$ cat config.mk
export PLATFORM = sky130hd
export DESIGN_NAME = fib_seq_gen_flat
export DESIGN_NICKNAME = d
export VERILOG_FILES = /design/src/rtl/fib_seq_gen_if.sv /design/src/rtl/fib_seq_gen.sv /design/src/flat_wrapper.sv
export SDC_FILE = /design/constraint.sdc
export NUM_CORES = 1
export LEC_CHECK = 0
export BUFFER_PORTS_ARGS = -buffer_cell sky130_fd_sc_hd__buf_2
export CAP_MARGIN = 30
export CORE_MARGIN = 10
export CORE_UTILIZATION = 34
export DETAILED_ROUTE_END_ITERATION = 8
export GPL_ROUTABILITY_DRIVEN = 0
export PLACE_DENSITY = 0.55
export SYNTH_ARGS = -nofsm -noshare
export SYNTH_HDL_FRONTEND = slang
export SYNTH_SLANG_ARGS = --single-unit
export TNS_END_PERCENT = 30
$ cat constraint.sdc
create_clock -name clk -period 3.1 [get_ports clk]
set_input_delay 0.62 -clock clk [delete_from_list [all_inputs] [get_ports clk]]
set_output_delay 0.62 -clock clk [all_outputs]
set_load 0.03 [all_outputs]
$ cat src/rtl/fib_seq_gen_if.sv
// fib_seq_gen_if: request/operand inputs and valid/ready term stream of the Fibonacci generator
interface fib_seq_gen_if #(
    parameter int WIDTH = 32,
    parameter int CNT_W = 8
);
    logic             start;
    logic             mode;
    logic [WIDTH-1:0] a0;
    logic [WIDTH-1:0] a1;
    logic [CNT_W-1:0] n;
    logic             out_ready;
    logic             out_valid;
    logic [WIDTH-1:0] out_data;
    logic             busy;
    logic             done;
    logic             ovf;
    modport master (
        output start, mode, a0, a1, n, out_ready,
        input  out_valid, out_data, busy, done, ovf
    );
    modport slave (
        input  start, mode, a0, a1, n, out_ready,
        output out_valid, out_data, busy, done, ovf
    );
endinterface

$ cat src/rtl/fib_seq_gen.sv
// fib_seq_gen: emits n Fibonacci-style terms from two seeds over valid/ready, wrapping or saturating
module fib_seq_gen #(
    parameter int WIDTH = 32,
    parameter int CNT_W = 8
) (
    input logic          clk,
    input logic          rst,
    fib_seq_gen_if.slave bus
);
    typedef enum logic [1:0] {IDLE, RUN, FIN} state_t;
    state_t           state;
    logic [WIDTH-1:0] cur;
    logic [WIDTH-1:0] nxt;
    logic             cur_c;
    logic             nxt_c;
    logic             sat_mode;
    logic [CNT_W-1:0] cnt;
    logic             valid;
    logic             busy;
    logic             done;
    logic             ovf;
    logic [WIDTH:0]   sum;
    // sum of the two most recent terms; the top bit is the carry-out
    always_comb sum = {1'b0, cur} + {1'b0, nxt};
    // sequencer: cur is the term on display, nxt the one after it; each carries its own overflow flag
    always_ff @(posedge clk or negedge rst) begin
        if (!rst) begin
            state    <= IDLE;
            cur      <= '0;
            nxt      <= '0;
            cur_c    <= 1'b0;
            nxt_c    <= 1'b0;
            sat_mode <= 1'b0;
            cnt      <= '0;
            valid    <= 1'b0;
            busy     <= 1'b0;
            done     <= 1'b0;
            ovf      <= 1'b0;
        end else begin
            case (state)
                IDLE: if (bus.start) begin
                    cur      <= bus.a0;
                    nxt      <= bus.a1;
                    cur_c    <= 1'b0;
                    nxt_c    <= 1'b0;
                    sat_mode <= bus.mode;
                    cnt      <= bus.n;
                    ovf      <= 1'b0;
                    busy     <= 1'b1;
                    state    <= (bus.n != '0) ? RUN : FIN;
                    valid    <= (bus.n != '0);
                    done     <= (bus.n == '0);
                end
                RUN: if (bus.out_ready) begin
                    cur   <= nxt;
                    cur_c <= nxt_c;
                    nxt   <= (sat_mode && sum[WIDTH]) ? '1 : sum[WIDTH-1:0];
                    nxt_c <= sum[WIDTH];
                    ovf   <= ovf | cur_c;
                    cnt   <= cnt - CNT_W'(1);
                    if (cnt == CNT_W'(1)) begin
                        state <= FIN;
                        valid <= 1'b0;
                        done  <= 1'b1;
                    end
                end
                FIN: begin
                    state <= IDLE;
                    busy  <= 1'b0;
                    done  <= 1'b0;
                end
                default: state <= IDLE;
            endcase
        end
    end
    assign bus.out_valid = valid;
    assign bus.out_data  = cur;
    assign bus.busy      = busy;
    assign bus.done      = done;
    assign bus.ovf       = ovf;
endmodule

$ cat src/flat_wrapper.sv
// flat-port wrapper written by rule: the top's interface ports become plain ports
module fib_seq_gen_flat 
#(
    parameter int WIDTH = 32,
    parameter int CNT_W = 8
)
  (clk, rst, bus_start, bus_mode, bus_a0, bus_a1, bus_n, bus_out_ready, bus_out_valid, bus_out_data, bus_busy, bus_done, bus_ovf);
  fib_seq_gen_if #(.WIDTH(WIDTH), .CNT_W(CNT_W)) bus_i ();
  input logic clk;
  input logic rst;
  input wire logic [$bits(bus_i.start)-1:0] bus_start;
  input wire logic [$bits(bus_i.mode)-1:0] bus_mode;
  input wire logic [$bits(bus_i.a0)-1:0] bus_a0;
  input wire logic [$bits(bus_i.a1)-1:0] bus_a1;
  input wire logic [$bits(bus_i.n)-1:0] bus_n;
  input wire logic [$bits(bus_i.out_ready)-1:0] bus_out_ready;
  output wire logic [$bits(bus_i.out_valid)-1:0] bus_out_valid;
  output wire logic [$bits(bus_i.out_data)-1:0] bus_out_data;
  output wire logic [$bits(bus_i.busy)-1:0] bus_busy;
  output wire logic [$bits(bus_i.done)-1:0] bus_done;
  output wire logic [$bits(bus_i.ovf)-1:0] bus_ovf;
  assign bus_i.start = bus_start;
  assign bus_i.mode = bus_mode;
  assign bus_i.a0 = bus_a0;
  assign bus_i.a1 = bus_a1;
  assign bus_i.n = bus_n;
  assign bus_i.out_ready = bus_out_ready;
  assign bus_out_valid = bus_i.out_valid;
  assign bus_out_data = bus_i.out_data;
  assign bus_busy = bus_i.busy;
  assign bus_done = bus_i.done;
  assign bus_ovf = bus_i.ovf;
  fib_seq_gen #(.WIDTH(WIDTH), .CNT_W(CNT_W)) u_core (.clk(clk), .rst(rst), .bus(bus_i));
endmodule
==> impl_results.md <==
* Vias per cell at roughly 5.5
* Postcts setup bufs at 0
* Crit path kind: register to register
* Final Cell Area at ~6900 um2
* GRT overflow at 0
* Count leader, synth: nand2_1
* Nets at a little under 900
* Starting Density at 34.7%
* Worst Path Arrival at 3.19 ns
* Worst clock skew at 0.00735 ns
* Post-synth cell types at a little under 70
* Routed Antenna Nets at 0
* Final hold viol count at 0
* Worst Path Max Fanout at 4
* PortBufs at 112
* CP endpoint kind: register
* Clk_lat worst skew at between 0.3 and 0.4 ns
* Mean Syn Cell Area at between 8 and 9 um2
* Maxcap violations at 0
* #FFs+latches synth at 81
* Worst vdd ir at approximately 0.00039 V
* # rows at 47
* CTS H-tree depth at 3
* Most common library cells after synthesis: 92 x nand2_1, 81 x dfrtp_1, 66 x a21oi_1
* Remaining DRCs at 0
* Synth-to-layout area growth at 19.3%
* Final core utilization at 41.4%
* First DRT Iteration DRCs at about 420
* Hold-fix buffers, CTS at 0
* Placed cell areas at approximately 6500 um2
* Measured slew at the worst slew-check pin at between 0.6 and 0.7 ns
* CTS sink cnt at between 80 and 90
* Drt wl/cell at 18.1 um
* Fin crit period at between 2 and 3 ns
* Die area at between 20000 and 25000 um2
* CTS Buffer Depth at 2
* Die height at ~150 um
* Synth area leaders: dfrtp_1 35%, ha_1 8.0%, nand2_1 6.0%
* Status: finished clean
* ANT cells at 0
* Class of the worst hold path: primary input to asynchronous set/reset pin
* Number of warnings issued by yosys at 0
* FILL cells at 1691
* PostCTS Resize Cnt at 0
* Die Wd at 150 um
* Register area share after synthesis at roughly a third
* Synthesized area at about 5800 um2
* First-pass GRT wire length at 28700 um
* Core box area at between 15000 and 20000 um2
* Final setup violation count at 0
* Reg clk slew, reported paths at roughly 0.07 ns
* Root Buffer Master: clkbuf_16
* CTS tree: done
* R2R cell count at 10
* Crit start category: register
* Unrepaired setup endpoints after global routing: false
* Total negative slack at 0 ns
* Count of flip-flops with a built-in enable after synthesis at 0
* PD cells at approximately 1300 nW/um2
* Relative slew slack at between 50 and 60%
* Slew Limit Fails at 0
* Vias at approximately 5400
* Vias in the first global route at around 5500
* CTS Buf Count at 9
* Initial antenna violation count at 0
* Post-DP HPWL at approximately 14000 um
* CP required at 3.33 ns
* First drt pass iteration count at 6
* Syn nets at ~780
* Post-Synthesis Cells at between 600 and 700
* P_leak at ~3.3 nW
* IO Pins at between 100 and 150
* Cell accounting for the most synthesized area: dfrtp_1
* Crit share post-route at about 95%
* Final WL at 17900 um
* Asr flop ratio synth at 100%
* Proportion of layout cells with a drive suffix above 1 at 22.9%
* Top cell type's share of synthesized area at about a third
* Synth Flop Type: dfrtp_1
* Tot GR Track Use at 15.8%
* Largest net degree at the start of global routing at 43
* Fmax at around 340 MHz
[report_power, final]
group	total (mW)	switching, mW	internal (mW)
combinational	5.66	3.46	2.20
sequential	2.03	0.461	1.57
clock	1.20	0.484	0.714
total	8.89	4.40	4.49
[area by class of cell]
type	instances	area [um2]	share of cell area (%)
Multi-Input combinational cell	522	3460	50.3
Sequential cell	81	2030	29.5
Timing Repair Buffer	127	701	10.2
Tap cell	220	275	4.01
Clock buffer	9	225	3.28
Clock inverter	7	101	1.47
Inverter	22	82.6	1.20
[metrics by stage]
stage                     hold slack (ns)  power [mW]  worst slack (ns)  instances
after floorplan                     0.324        6.26             0.262        661
after global placement              0.484        7.56             0.296        972
after detailed placement            0.494        7.65             0.203        972
after CTS                           0.256        8.91             0.180        988
after global routing                0.285        9.65            0.0151        988
final                               0.237        8.89             0.149        988
[routing by layer]
layer	track usage, %	part of all wire [%]	vias up
met4	5.54	1.7	0
li1	-	-	2631
met3	3.57	6.1	18
met2	25.7	46	178
met5	0	0	-
met1	20.1	46	2600
[worst max-delay path: stages (launching register included)]
cell      delay (ns)
dfrtp_1         0.39
ha_1            0.25
fa_1            0.41
a21oi_1         0.22
o22ai_2         0.16
nor4b_2         0.47
o311ai_1        0.18
a21oi_1         0.21
xor2_1          0.20
a21oi_2         0.08
a221o_1         0.26
[cell usage in the layout (no fill, tap or decap), types with 6 or more instances in the layout]
cell type  Yosys  layout
xor2_1        11      11
o211ai_1       6       6
ha_1          37      37
nand2_1       92      92
a21oi_2        7       7
a221o_1       14      14
buf_2          1     111
inv_1         22      22
a22oi_1       20      20
a21oi_1       66      66
nor3_1        13      13
buf_4          2      14
dfrtp_1       81      81
nand3_1       11      11
xnor2_1       18      18
a31oi_1       17      17
nor2_1        31      29
o21ai_0       55      55
a21o_1        18      18
mux2i_1       21      21
clkbuf_16      0       9
[flip-flops by register name, indices dropped and copies added (netlist names)]
| register | count |
|---|---|
| u_core.nxt_c | 1 |
| u_core.sat_mode | 1 |
| u_core.bus.busy | 1 |
| u_core.bus.out_valid | 1 |
| u_core.bus.ovf | 1 |
| u_core.bus.done | 1 |
| u_core.bus.out_data | 32 |
| u_core.cnt | 8 |
| u_core.nxt | 32 |
| u_core.state | 2 |
| u_core.cur_c | 1 |
[cells by family (layout without fill, tap and decap cells)]
logic type               Yosys count  in the layout  share of synthesized area [%]
AO/OA/AOI/OAI                    250            250                           28.8
multiplexers                      22             22                           3.84
AND/OR/NAND/NOR                  183            183                           14.4
flip-flops                        81             81                           35.2
adder cells (fa/ha/maj)           38             38                           8.38
buffers and inverters             58            165                           4.95
XOR/XNOR                          29             29                           4.41
[final timing paths]
kind,start,to,slack [ns]
min in group clk,bus_a1[28],u_core.nxt[28]$_DFFE_PN0P_,0.50
hold / removal,rst,u_core.bus.out_data[5]$_DFFE_PN0P_,0.24
setup reg to reg,u_core.bus.out_data[0]$_DFFE_PN0P_,u_core.nxt[22]$_DFFE_PN0P_,0.15
max in group asynchronous,rst,u_core.bus.out_data[22]$_DFFE_PN0P_,2.23
setup / recovery,u_core.bus.out_data[0]$_DFFE_PN0P_,u_core.nxt[22]$_DFFE_PN0P_,0.15
hold reg to reg,u_core.bus.out_data[27]$_DFFE_PN0P_,u_core.bus.out_data[27]$_DFFE_PN0P_,0.50
Power figures use the tool's default switching activity.
